--- config.mk ---
export PLATFORM = sky130hd
export DESIGN_NAME = m_wb_gpio
export DESIGN_NICKNAME = d
export VERILOG_FILES = /design/src/rtl/m_wb_gpio_pkg.sv /design/src/rtl/m_wb_gpio_sync_edge.sv /design/src/rtl/m_wb_gpio.sv
export SDC_FILE = /design/constraint.sdc
export NUM_CORES = 1
export LEC_CHECK = 0
export CAP_MARGIN = 20
export CELL_PAD_IN_SITES_DETAIL_PLACEMENT = 0
export CELL_PAD_IN_SITES_GLOBAL_PLACEMENT = 1
export CORE_ASPECT_RATIO = 1.1
export CORE_MARGIN = 3
export CORE_UTILIZATION = 30
export DETAILED_ROUTE_END_ITERATION = 8
export DONT_BUFFER_PORTS = 1
export HOLD_SLACK_MARGIN = 0.02
export PLACE_DENSITY_LB_ADDON = 0.12
export SLEW_MARGIN = 30
export SYNTH_ARGS = -nofsm -noshare
export SYNTH_HDL_FRONTEND = slang
export SYNTH_SLANG_ARGS = --single-unit
--- constraint.sdc ---
create_clock -name CLK_I -period 4.2 [get_ports CLK_I]
set_input_delay 0.21 -clock CLK_I [delete_from_list [all_inputs] [get_ports CLK_I]]
set_output_delay 0.21 -clock CLK_I [all_outputs]
set_load 0.01 [all_outputs]
--- src/rtl/m_wb_gpio_pkg.sv ---
// Shared constants for the Wishbone GPIO block:
// register word addresses, bus width and byte-lane mask helper.
package m_wb_gpio_pkg;

  localparam int DW = 32;

  localparam logic [2:0] A_OUT   = 3'd0;
  localparam logic [2:0] A_SET   = 3'd1;
  localparam logic [2:0] A_CLR   = 3'd2;
  localparam logic [2:0] A_TGL   = 3'd3;
  localparam logic [2:0] A_IN    = 3'd4;
  localparam logic [2:0] A_EDGE  = 3'd5;
  localparam logic [2:0] A_IRQEN = 3'd6;

  function automatic logic [DW-1:0] lane_mask(input logic [3:0] sel);
    logic [DW-1:0] m;
    for (int k = 0; k < 4; k++)
      m[8*k +: 8] = {8{sel[k]}};
    return m;
  endfunction

endpackage

--- src/rtl/m_wb_gpio_sync_edge.sv ---
// Input pin synchroniser chain followed by a one-cycle
// history flop that flags 0->1 transitions of the synchronised value.
module m_sync_edge #(
  parameter int NIN        = 1,
  parameter int SYNCSTAGES = 2
) (
  input  logic           clk_i,
  input  logic           rst_i,
  input  logic [NIN-1:0] pin_i,
  output logic [NIN-1:0] in_o,
  output logic [NIN-1:0] rise_o
);

  logic [SYNCSTAGES-1:0][NIN-1:0] sync_q;
  logic [NIN-1:0]                 hist_q;

  always_ff @(posedge clk_i or posedge rst_i) begin
    if (rst_i) begin
      sync_q <= '0;
      hist_q <= '0;
    end else begin
      sync_q <= {sync_q[SYNCSTAGES-2:0], pin_i};
      hist_q <= sync_q[SYNCSTAGES-1];
    end
  end

  assign in_o   = sync_q[SYNCSTAGES-1];
  assign rise_o = in_o & ~hist_q;

endmodule

--- src/rtl/m_wb_gpio.sv ---
// Wishbone classic slave GPIO: output register with set/clear/toggle
// aliases, synchronised inputs, sticky rising-edge flags and interrupt.
module m_wb_gpio
  import m_wb_gpio_pkg::*;
#(
  parameter int              NOUT       = 4,
  parameter int              NIN        = 1,
  parameter int              SYNCSTAGES = 2,
  parameter logic [NOUT-1:0] OUTRESET   = '0
) (
  input  logic            CLK_I,
  input  logic            RST_I,
  input  logic            CYC_I,
  input  logic            STB_I,
  input  logic            WE_I,
  input  logic [2:0]      ADR_I,
  input  logic [3:0]      SEL_I,
  input  logic [DW-1:0]   DAT_I,
  output logic [DW-1:0]   DAT_O,
  output logic            ACK_O,
  input  logic [NIN-1:0]  pin_i,
  output logic [NOUT-1:0] pin_o,
  output logic            irq_o
);

  logic            ack_q;
  logic            irq_q;
  logic [DW-1:0]   dat_q, dat_d;
  logic [NOUT-1:0] out_q, out_d;
  logic [NIN-1:0]  edge_q, edge_d;
  logic [NIN-1:0]  irqen_q, irqen_d;
  logic [NIN-1:0]  in_w, rise_w, w1c;
  logic [DW-1:0]   d;
  logic            access, wr;
  logic            unused_d;

  m_sync_edge #(
    .NIN        (NIN),
    .SYNCSTAGES (SYNCSTAGES)
  ) u_sync (
    .clk_i  (CLK_I),
    .rst_i  (RST_I),
    .pin_i  (pin_i),
    .in_o   (in_w),
    .rise_o (rise_w)
  );

  // ~ack_q forces a gap so a held strobe completes one access per pulse
  assign access   = CYC_I & STB_I & ~ack_q;
  assign wr       = access & WE_I;
  assign d        = DAT_I & lane_mask(SEL_I);
  assign unused_d = ^d;

  always_comb begin
    out_d   = out_q;
    irqen_d = irqen_q;
    w1c     = '0;
    if (wr) begin
      case (ADR_I)
        A_OUT:   out_d   = d[NOUT-1:0];
        A_SET:   out_d   = out_q | d[NOUT-1:0];
        A_CLR:   out_d   = out_q & ~d[NOUT-1:0];
        A_TGL:   out_d   = out_q ^ d[NOUT-1:0];
        A_EDGE:  w1c     = d[NIN-1:0];
        A_IRQEN: irqen_d = d[NIN-1:0];
        default: ;
      endcase
    end
    // a new rise in the same cycle as a clear keeps the flag set
    edge_d = (edge_q & ~w1c) | rise_w;
  end

  always_comb begin
    dat_d = dat_q;
    if (access) begin
      dat_d = '0;
      if (!WE_I) begin
        case (ADR_I)
          A_OUT, A_SET,
          A_CLR, A_TGL: dat_d[NOUT-1:0] = out_q;
          A_IN:         dat_d[NIN-1:0]  = in_w;
          A_EDGE:       dat_d[NIN-1:0]  = edge_q;
          A_IRQEN:      dat_d[NIN-1:0]  = irqen_q;
          default:      ;
        endcase
      end
    end
  end

  always_ff @(posedge CLK_I or posedge RST_I) begin
    if (RST_I) begin
      ack_q   <= 1'b0;
      dat_q   <= '0;
      out_q   <= OUTRESET;
      edge_q  <= '0;
      irqen_q <= '0;
      irq_q   <= 1'b0;
    end else begin
      ack_q   <= access;
      dat_q   <= dat_d;
      out_q   <= out_d;
      edge_q  <= edge_d;
      irqen_q <= irqen_d;
      irq_q   <= |(edge_q & irqen_q);
    end
  end

  assign ACK_O = ack_q;
  assign DAT_O = dat_q;
  assign pin_o = out_q;
  assign irq_o = irq_q;

endmodule

==> run summary, run 1 <==
Synth top area share: 34.48%
Effective utilization at floorplan: 31.89%
CTS tree: done
Root buf cell: clkbuf_4
M1 WL: 735 um
Unique cell type count in the Yosys netlist: 25
Antenna Violating Nets Remaining: 0
# hold bufs at CTS: 2
Core area: 3413 um2
CP Capture Type: register
Max Buffers Root-to-Sink: 2
Most frequent cells after synthesis: 28 x buf_4, 15 x dfrtp_1, 15 x inv_1
Total CTS buffers: 3
Top sig layer: met3
Layout Skew: 0.007609 ns
Hold crit path type: in2reg
Vias/cell: 4.000
DIE HEIGHT: 69.18 um
Synth area leaders: dfrtp_1 34%, buf_4 19%, ha_1 9.2%, mux4_2 6.2%, inv_1 5.2%
Worst R2R Setup Slack: 2.51 ns
Die X: 63.44 um
Routed WL: 1824 um
Initial DRC Count: 12
Sequential fraction of the synthesis area: 34.48%
Mapped Area: 1089 um2
Worst Hold Path EP: edge_q
Worst path required time: 4.37 ns
Synth area leader: dfrtp_1
Sinks on Clock Net: 15
Area grow syn2layout: -2.069%
Metal2 WL: 890 um
Clock-pin slew on the worst setup and hold paths: 0.09 ns
Cells after Synth: 108
Initial antenna violation count: 0
Gr ovfl total: 0
Syn Area/Cell: 10.08 um2
Crit path cell chain: inv_1, ha_1, mux4_2, mux2_4
Post-CTS Resized: 0
Largest net degree at the start of global routing: 16
Fillers: 377
Worst-Margin Slew: 0.5609 ns
Min-Delay Startpoint: ADR_I[1]
Diodes inserted: 0
First-pass GRT wire length: 2932 um
DR WL/cell: 11.54 um
Critical Path Slowest Stage Cell: dfrtp_1
Syn. warnings: 0
Routed vias: 632
Reg2reg path depth: 4
Period minus WS final: 1.686 ns
Final Total Pwr: 0.4115 mW
Post-synthesis async set-or-reset flop share: 100.0%
Final setup fails: 0
Fin crit share: 40.15%
Hold Fails Final Rpt: 0
Crit path launch type: register
RSZ-0062 raised after global routing: false
Worst path arrival time: 1.86 ns
Max stage delay on crit path: 0.47 ns
FF-to-FF End: pin_o[0]
Max_slew headroom: 62.57%
Io pins: 83
Setup TNS: 0 ns
H-tree Lvls: 1
Drt first pass iters: 4
Hold Path Cell Cnt: 2
Setup bufs post-CTS: 0
Max Fclk: 593.1 MHz
IO buf count: 0
Max-Cap Viols: 0
Max IR drop VDD: 0.00009081 V
R2R Path Start: pin_o[0]
Count leader, synth: buf_4
Vias in the first global route: 601
Final Max Slew Viols: 0
Status: complete, no violations
Met3 wire len: 198 um
Register bit total from synthesis: 15
RD Place Congestion: 0.6474
Share of layout cells above drive strength 1: 8.182%
Standard-cell rows: 22
P per Cell Area: 386.0 nW/um2
EDFF count, synth: 0
All-layer global routing usage: 8.544%
Clock Latency Late Sink: 0.27 ns
Dpl hpwl: 1506 um
Top_reg_cell synth: dfrtp_1
Die area: 4388 um2
DRC: 0
Worst Path Max Fanout: 4
Nets: 164
Leak: 0.5339 nW
Kind of critical path: reg2reg
[where the power goes]
part	leakage (nW)	internal, mW	switching, mW
combinational	0.333	0.0593	0.0550
clock	0.0150	0.0367	0.0441
sequential	0.186	0.172	0.0449
total	0.534	0.268	0.144
[layer usage]
layer  global-route usage [%]  vias up
met5                        0        -
met4                    4.317        0
met3                    3.404        0
met2                    13.46       33
met1                    9.949      300
li1                         -      299
[sequential cells by signal, indices dropped and copies added, names as in the netlist]
name,flops
DAT_O,4
pin_o,4
ACK_O,1
edge_q,1
irq_o,1
irqen_q,1
u_sync.hist_q,1
u_sync.in_o,1
u_sync.sync_q,1
[metrics by stage]
step,cells,setup WS (ns),cell area [um2],utilization (%),hold slack [ns]
2_1_floorplan,135,2.620,1190,-,0.1115
3_5_place_dp,152,2.511,1020,29.88,0.1995
4_1_cts,158,2.492,1066,31.23,0.08186
6_report,158,2.514,1066,31.23,0.08739
3_3_place_gp,152,2.535,1020,29.88,0.1948
5_1_grt,158,2.426,1066,31.23,0.08020
[placed cells by master (no fill, tap or decap)]
master         count
o31ai_1            1
o41ai_1            1
o21ai_0            5
nand2b_1           1
nand4b_1           2
nor2_2             1
ha_1               8
and2_1             3
dfrtp_1           15
nand2_1            9
dlygate4sd3_1      2
mux4_1             1
inv_1             15
nor2_1             1
clkbuf_1           1
mux2i_1            3
a311oi_1           1
a22o_1             1
mux2_4             2
clkbuf_4           3
o221ai_1           1
nand3b_1           2
conb_1            28
mux4_2             3
[cell type report]
type | count | area [um2] | area share, %
sequential | 15 | 375.4 | 35.21
timing repair buffer | 2 | 20.02 | 1.878
tap | 48 | 60.06 | 5.634
inverter | 15 | 56.30 | 5.282
multi-input combinational | 74 | 528.0 | 49.53
clock buffer | 4 | 26.28 | 2.465
[cells by family after synthesis]
group	after synthesis	synth area share (%)
AOI/OAI and AO/OA	10	6.207
DFF	15	34.48
adders and majority gates	8	9.196
muxes	9	14.14
buffers and inverters	46	26.32
and+or+nand+nor	19	9.311
other	1	0.3445
[worst max path at each step]
stage	slack, ns	startpoint	to
2_1_floorplan	2.62	pin_o[3]	pin_o[3]
4_1_cts	2.49	pin_o[0]	pin_o[0]
3_3_place_gp	2.53	pin_o[0]	pin_o[0]
3_5_place_dp	2.51	pin_o[0]	pin_o[0]
6_report	2.51	pin_o[0]	pin_o[0]
5_1_grt	2.43	pin_o[0]	pin_o[0]
[critical path, delay by kind of cell, from the launching register on]
kind | cells | cell delay, ns
buffers and inverters | 1 | 0.10
adder cells (fa/ha/maj) | 1 | 0.29
flip-flops | 1 | 0.47
multiplexers | 2 | 0.72
(Power assumes the default switching activity.)
==> inputs of run 2 (changes only) <==
Clock period 4.2 ns to 1.44 ns, I/O delays scaled along.
==> run summary, run 2 (synthesis gave the netlist of run 1 again) <==
RD Place Congestion: 0.6928 (was 0.6474)
Most frequent cells in the layout: 28 x conb_1, 15 x dfrtp_1, 13 x inv_1 (was 28 x conb_1, 15 x dfrtp_1, 15 x inv_1)
Area grow syn2layout: 13.68% (was -2.069%)
DIE HEIGHT: 69.18 um (unchanged)
Core area: 3413 um2 (unchanged)
Clock-pin slew on the worst setup and hold paths: 0.10 ns (was 0.09 ns)
Critical Path Slowest Stage Cell: mux4_2 (was dfrtp_1)
Nets: 181 (was 164)
DRC: 0 (unchanged)
Layout Skew: 0.008778 ns (was 0.007609 ns)
Dpl cell area: 1080 um2 (was 1020 um2)
Max_slew headroom: 61.62% (was 62.57%)
Crit path cell chain: inv_2, ha_4, mux4_2, mux2_4 (was inv_1, ha_1, mux4_2, mux2_4)
Die area: 4388 um2 (unchanged)
Die X: 63.44 um (unchanged)
Antenna Violating Nets Remaining: 0 (unchanged)
Post-route cell area: 1237 um2 (was 1066 um2)
Worst Path Max Fanout: 3 (was 4)
RSZ-0062 raised after global routing: true (was false)
Routed WL: 2057 um (was 1824 um)
Leak: 0.6203 nW (was 0.5339 nW)
Clock Latency Late Sink: 0.29 ns (was 0.27 ns)
Effective utilization at floorplan: 31.89% (unchanged)
PnR worst setup slack: -0.1029 ns (was 2.514 ns)
Metal2 WL: 1017 um (was 890 um)
Final setup fails: 2 (was 0)
Total CTS buffers: 3 (unchanged)
Crit path launch type: register (unchanged)
Largest net degree at the start of global routing: 16 (unchanged)
Pre-CTS WS: -0.09167 ns (was 2.511 ns)
Vias in the first global route: 662 (was 601)
Final Max Slew Viols: 0 (unchanged)
Diodes inserted: 0 (unchanged)
Root buf cell: clkbuf_4 (unchanged)
Standard-cell rows: 22 (unchanged)
CP bufs+invs: 1 (unchanged)
Routed vias: 704 (was 632)
CTS tree: done (unchanged)
Top sig layer: met4 (was met3)
Worst path arrival time: 1.72 ns (was 1.86 ns)
Max Fclk: 648.1 MHz (was 593.1 MHz)
Worst path required time: 1.62 ns (was 4.37 ns)
Placed Cells incl. Taps: 160 (was 152)
Hold crit path type: in2reg (unchanged)
Met3 wire len: 186 um (was 198 um)
Commonest non-fill, non-tap cell in the layout: conb_1 (unchanged)
DR WL/cell: 11.75 um (was 11.54 um)
Max IR drop VDD: 0.0003310 V (was 0.00009081 V)
Fin crit share: 107.1% (was 40.15%)
Dpl hpwl: 1534 um (was 1506 um)
Max-Cap Viols: 0 (unchanged)
Max Buffers Root-to-Sink: 2 (unchanged)
Gr ovfl total: 0 (unchanged)
Vias/cell: 4.023 (was 4.000)
Drt first pass iters: 4 (unchanged)
H-tree Lvls: 1 (unchanged)
P per Cell Area: 1163 nW/um2 (was 386.0 nW/um2)
Share of layout cells above drive strength 1: 21.26% (was 8.182%)
Status: finished, violations left (was complete, no violations)
Initial DRC Count: 12 (unchanged)
Worst-Margin Slew: 0.5750 ns (was 0.5609 ns)
Io pins: 83 (unchanged)
Cell family with most CP delay: multiplexers (unchanged)
All-layer global routing usage: 9.490% (was 8.544%)
Failing checks: negative setup slack
Initial antenna violation count: 0 (unchanged)
M1 WL: 826 um (was 735 um)
IO buf count: 0 (unchanged)
Final Total Pwr: 1.439 mW (was 0.4115 mW)
Period minus WS final: 1.543 ns (was 1.686 ns)
First-pass GRT wire length: 3229 um (was 2932 um)
Max stage delay on crit path: 0.45 ns (was 0.47 ns)
Kind of critical path: reg2reg (unchanged)
Fillers: 366 (was 377)
Fin util: 36.25% (was 31.23%)
CP Capture Type: register (unchanged)
Sinks on Clock Net: 15 (unchanged)
Finished Layout Cells: 175 (was 158)
Hold Fails Final Rpt: 0 (unchanged)
[run 2: power by group]
part / total (mW) / internal [mW] / leakage (nW) / switching, mW
sequential: 0.570 / 0.501 / 0.186 / 0.0693
combinational: 0.626 / 0.344 / 0.417 / 0.282
clock: 0.244 / 0.103 / 0.0177 / 0.141
total: 1.44 / 0.948 / 0.620 / 0.492
[run 2: worst register-to-register path, stage by stage (launching register included)]
cell	delay, ns
dfrtp_1	0.42
inv_2	0.10
ha_4	0.20
mux4_2	0.45
mux2_4	0.26
[run 2: layout make-up]
cell class / instances / area [um2] / area share (%)
clock inverters: 1 / 5.005 / 0.4044
well taps: 48 / 60.06 / 4.853
multi-input cells: 74 / 554.3 / 44.79
flip-flops and latches: 15 / 375.4 / 30.33
repair buffers: 19 / 163.9 / 13.25
clock buffers: 3 / 22.52 / 1.820
inverters: 15 / 56.30 / 4.550
[run 2: final timing paths]
path / start / end / slack, ns / cells past startpoint
min in group asynchronous: RST_I / pin_o[0] / 0.27 / 2
worst min register to register: u_sync.sync_q[0] / u_sync.in_o / 0.36 / 0
worst min-delay path: ADR_I[0] / pin_o[1] / 0.04 / 2
max in group asynchronous: RST_I / irqen_q / 0.78 / 2
worst max-delay path: pin_o[0] / pin_o[0] / -0.10 / 4
worst max register to register: pin_o[0] / pin_o[0] / -0.10 / 4
[run 2: stage by stage]
| stage | hold WS [ns] | TNS [ns] |
|---|---|---|
| 6_report | 0.03994 | -0.1975 |
| 5_1_grt | 0.02642 | -0.4271 |
| 4_1_cts | 0.02947 | -0.1723 |
| 3_5_place_dp | 0.06406 | -0.1734 |
| 3_3_place_gp | 0.06223 | -0.1375 |
| 2_1_floorplan | -0.02652 | -0.2405 |
[run 2: layer usage]
| layer | vias to the layer above | GRT usage, % |
|---|---|---|
| met2 | 35 | 15.78 |
| met1 | 329 | 10.86 |
| met5 | - | 0 |
| met3 | 2 | 2.269 |
| met4 | 0 | 5.755 |
| li1 | 338 | - |
[run 2: what timing repair did]
| action | CTS | global route |
|---|---|---|
| pin swaps | 1 | 2 |
| hold buffers | 7 | 0 |
| endpoints found under the hold margin | 23 | 0 |
| setup buffers | 4 | 1 |
| resized for setup | 3 | 3 |
| endpoints found under the setup margin | 2 | 6 |
==> inputs of run 3 (changes only) <==
Settings changed: PLACE_DENSITY from default to 0.72, PLACE_DENSITY_LB_ADDON 0.12 to default.
==> run summary, run 3 (synthesis gave the netlist of run 1 again) <==
DR WL/cell: 11.51 um (was 11.75 um)
Worst path arrival time: 1.71 ns (was 1.72 ns)
Failing checks: negative setup slack (unchanged)
DIE HEIGHT: 69.18 um (unchanged)
Drt first pass iters: 4 (unchanged)
CP Capture Type: register (unchanged)
Die X: 63.44 um (unchanged)
Vias in the first global route: 708 (was 662)
Initial DRC Count: 21 (was 12)
H-tree Lvls: 1 (unchanged)
Worst path required time: 1.61 ns (was 1.62 ns)
Finished Layout Cells: 177 (was 175)
Max Buffers Root-to-Sink: 2 (unchanged)
Crit path launch type: register (unchanged)
Most frequent cells in the layout: 28 x conb_1, 15 x dfrtp_1, 13 x inv_1 (unchanged)
Hold Path Cell Cnt: 2 (unchanged)
Die area: 4388 um2 (unchanged)
Period minus WS final: 1.535 ns (was 1.543 ns)
Antenna Violating Nets Remaining: 0 (unchanged)
Dpl hpwl: 1539 um (was 1534 um)
Area grow syn2layout: 16.09% (was 13.68%)
Hold crit path type: in2reg (unchanged)
RSZ-0062 raised after global routing: true (unchanged)
Diodes inserted: 0 (unchanged)
Min-Delay Startpoint: ADR_I[0] (unchanged)
Nets: 183 (was 181)
Clock-pin slew on the worst setup and hold paths: 0.08 ns (was 0.10 ns)
Final setup fails: 2 (unchanged)
Total CTS buffers: 3 (unchanged)
Max_slew headroom: 62.98% (was 61.62%)
Commonest non-fill, non-tap cell in the layout: conb_1 (unchanged)
Pre-CTS WS: -0.09611 ns (was -0.09167 ns)
P per Cell Area: 1153 nW/um2 (was 1163 nW/um2)
Placed Cells incl. Taps: 160 (unchanged)
Status: finished, violations left (unchanged)
Fillers: 365 (was 366)
Worst Hold Path EP: pin_o[1] (unchanged)
PnR worst setup slack: -0.09512 ns (was -0.1029 ns)
FF-to-FF End: pin_o[3] (was pin_o[0])
Vias/cell: 4.096 (was 4.023)
Initial antenna violation count: 0 (unchanged)
First-pass GRT wire length: 3291 um (was 3229 um)
Fin util: 37.02% (was 36.25%)
Fin crit share: 106.6% (was 107.1%)
Max Fclk: 651.4 MHz (was 648.1 MHz)
Max-Cap Viols: 0 (unchanged)
CTS tree: done (unchanged)
IO buf count: 0 (unchanged)
Setup TNS: -0.1761 ns (was -0.1975 ns)
R2R Path Start: pin_o[3] (was pin_o[0])
Worst Path Max Fanout: 3 (unchanged)
Routed vias: 725 (was 704)
Reg2reg path depth: 4 (unchanged)
Max IR drop VDD: 0.0003213 V (was 0.0003310 V)
Sinks on Clock Net: 15 (unchanged)
Effective utilization at floorplan: 31.89% (unchanged)
DRC: 0 (unchanged)
Share of layout cells above drive strength 1: 22.48% (was 21.26%)
All-layer global routing usage: 9.710% (was 9.490%)
Largest net degree at the start of global routing: 16 (unchanged)
Clock Latency Late Sink: 0.28 ns (was 0.29 ns)
Worst-Margin Slew: 0.5548 ns (was 0.5750 ns)
RD Place Congestion: 0.6963 (was 0.6928)
Worst R2R Setup Slack: -0.1 ns (was -0.10 ns)
Root buf cell: clkbuf_4 (unchanged)
Hold Fails Final Rpt: 0 (unchanged)
Gr ovfl total: 0 (unchanged)
Leak: 0.6256 nW (was 0.6203 nW)
Routed WL: 2037 um (was 2057 um)
Layout Skew: 0.002652 ns (was 0.008778 ns)
Final Max Slew Viols: 0 (unchanged)
Standard-cell rows: 22 (unchanged)
Core area: 3413 um2 (unchanged)
Io pins: 83 (unchanged)
Kind of critical path: reg2reg (unchanged)
[run 3: cell count changes in the layout (fill, tap and decap cells not counted)]
| cell | delta |
|---|---|
| o41ai_2 | -1 |
| o41ai_1 | +1 |
| ha_2 | +1 |
| mux4_2 | +1 |
| clkbuf_1 | +1 |
| ha_1 | -2 |
| dlymetal6s4s_1 | +1 |
| mux4_1 | -1 |
| buf_6 | +1 |
| ha_4 | +1 |
| clkinv_2 | -1 |
[run 3: routing by layer]
metal	global-route usage [%]	wire length [um]
met1	12.12	886
met4	5.755	26
met5	0	0
met3	1.459	168
met2	15.66	955
[run 3: power by group]
part	internal [mW]	switching (mW)	total [mW]
Clock	0.107	0.131	0.239
Combinational	0.356	0.300	0.656
Sequential	0.501	0.0617	0.563
Total	0.964	0.493	1.46
[run 3: how the worst max path moves through the flow]
stage	from	end	depth (start not counted)
6_report	pin_o[3]	pin_o[3]	4
5_1_grt	pin_o[3]	pin_o[3]	4
4_1_cts	pin_o[3]	pin_o[3]	4
3_5_place_dp	pin_o[0]	pin_o[0]	4
3_3_place_gp	pin_o[0]	pin_o[0]	4
2_1_floorplan	pin_o[3]	pin_o[3]	4
[run 3: cell type report]
class                   count  area [um2]  area share (%)
flip-flops and latches     15       375.4           29.70
clock buffers               4       26.28           2.079
inverters                  15       56.30           4.455
well taps                  48       60.06           4.752
repair buffers             21       187.7           14.85
multi-input cells          74       558.0           44.16
[run 3: timing repair]
action,in CTS,in global routing
gates resized for setup,0,10
hold buffers,7,1
buffers inserted,5,1
endpoints found under the hold margin,22,1
pin swaps,1,3
endpoints found under the setup margin,2,5
[run 3: through the flow]
| step | hold WS, ns | area (um2) | power [mW] |
|---|---|---|---|
| final | 0.04389 | 1264 | 1.457 |
| after floorplan | -0.02652 | 1190 | 0.9652 |
| after CTS | 0.02468 | 1214 | 1.428 |
| after global routing | 0.03006 | 1264 | 1.590 |
| after global placement | 0.04138 | 1080 | 1.058 |
| after detailed placement | 0.04713 | 1080 | 1.083 |
[run 3: worst max-delay path: stages (launching register included)]
cell and delay, ns:
dfrtp_1 0.38, inv_1 0.06, ha_1 0.26, mux4_2 0.47, mux2_4 0.26
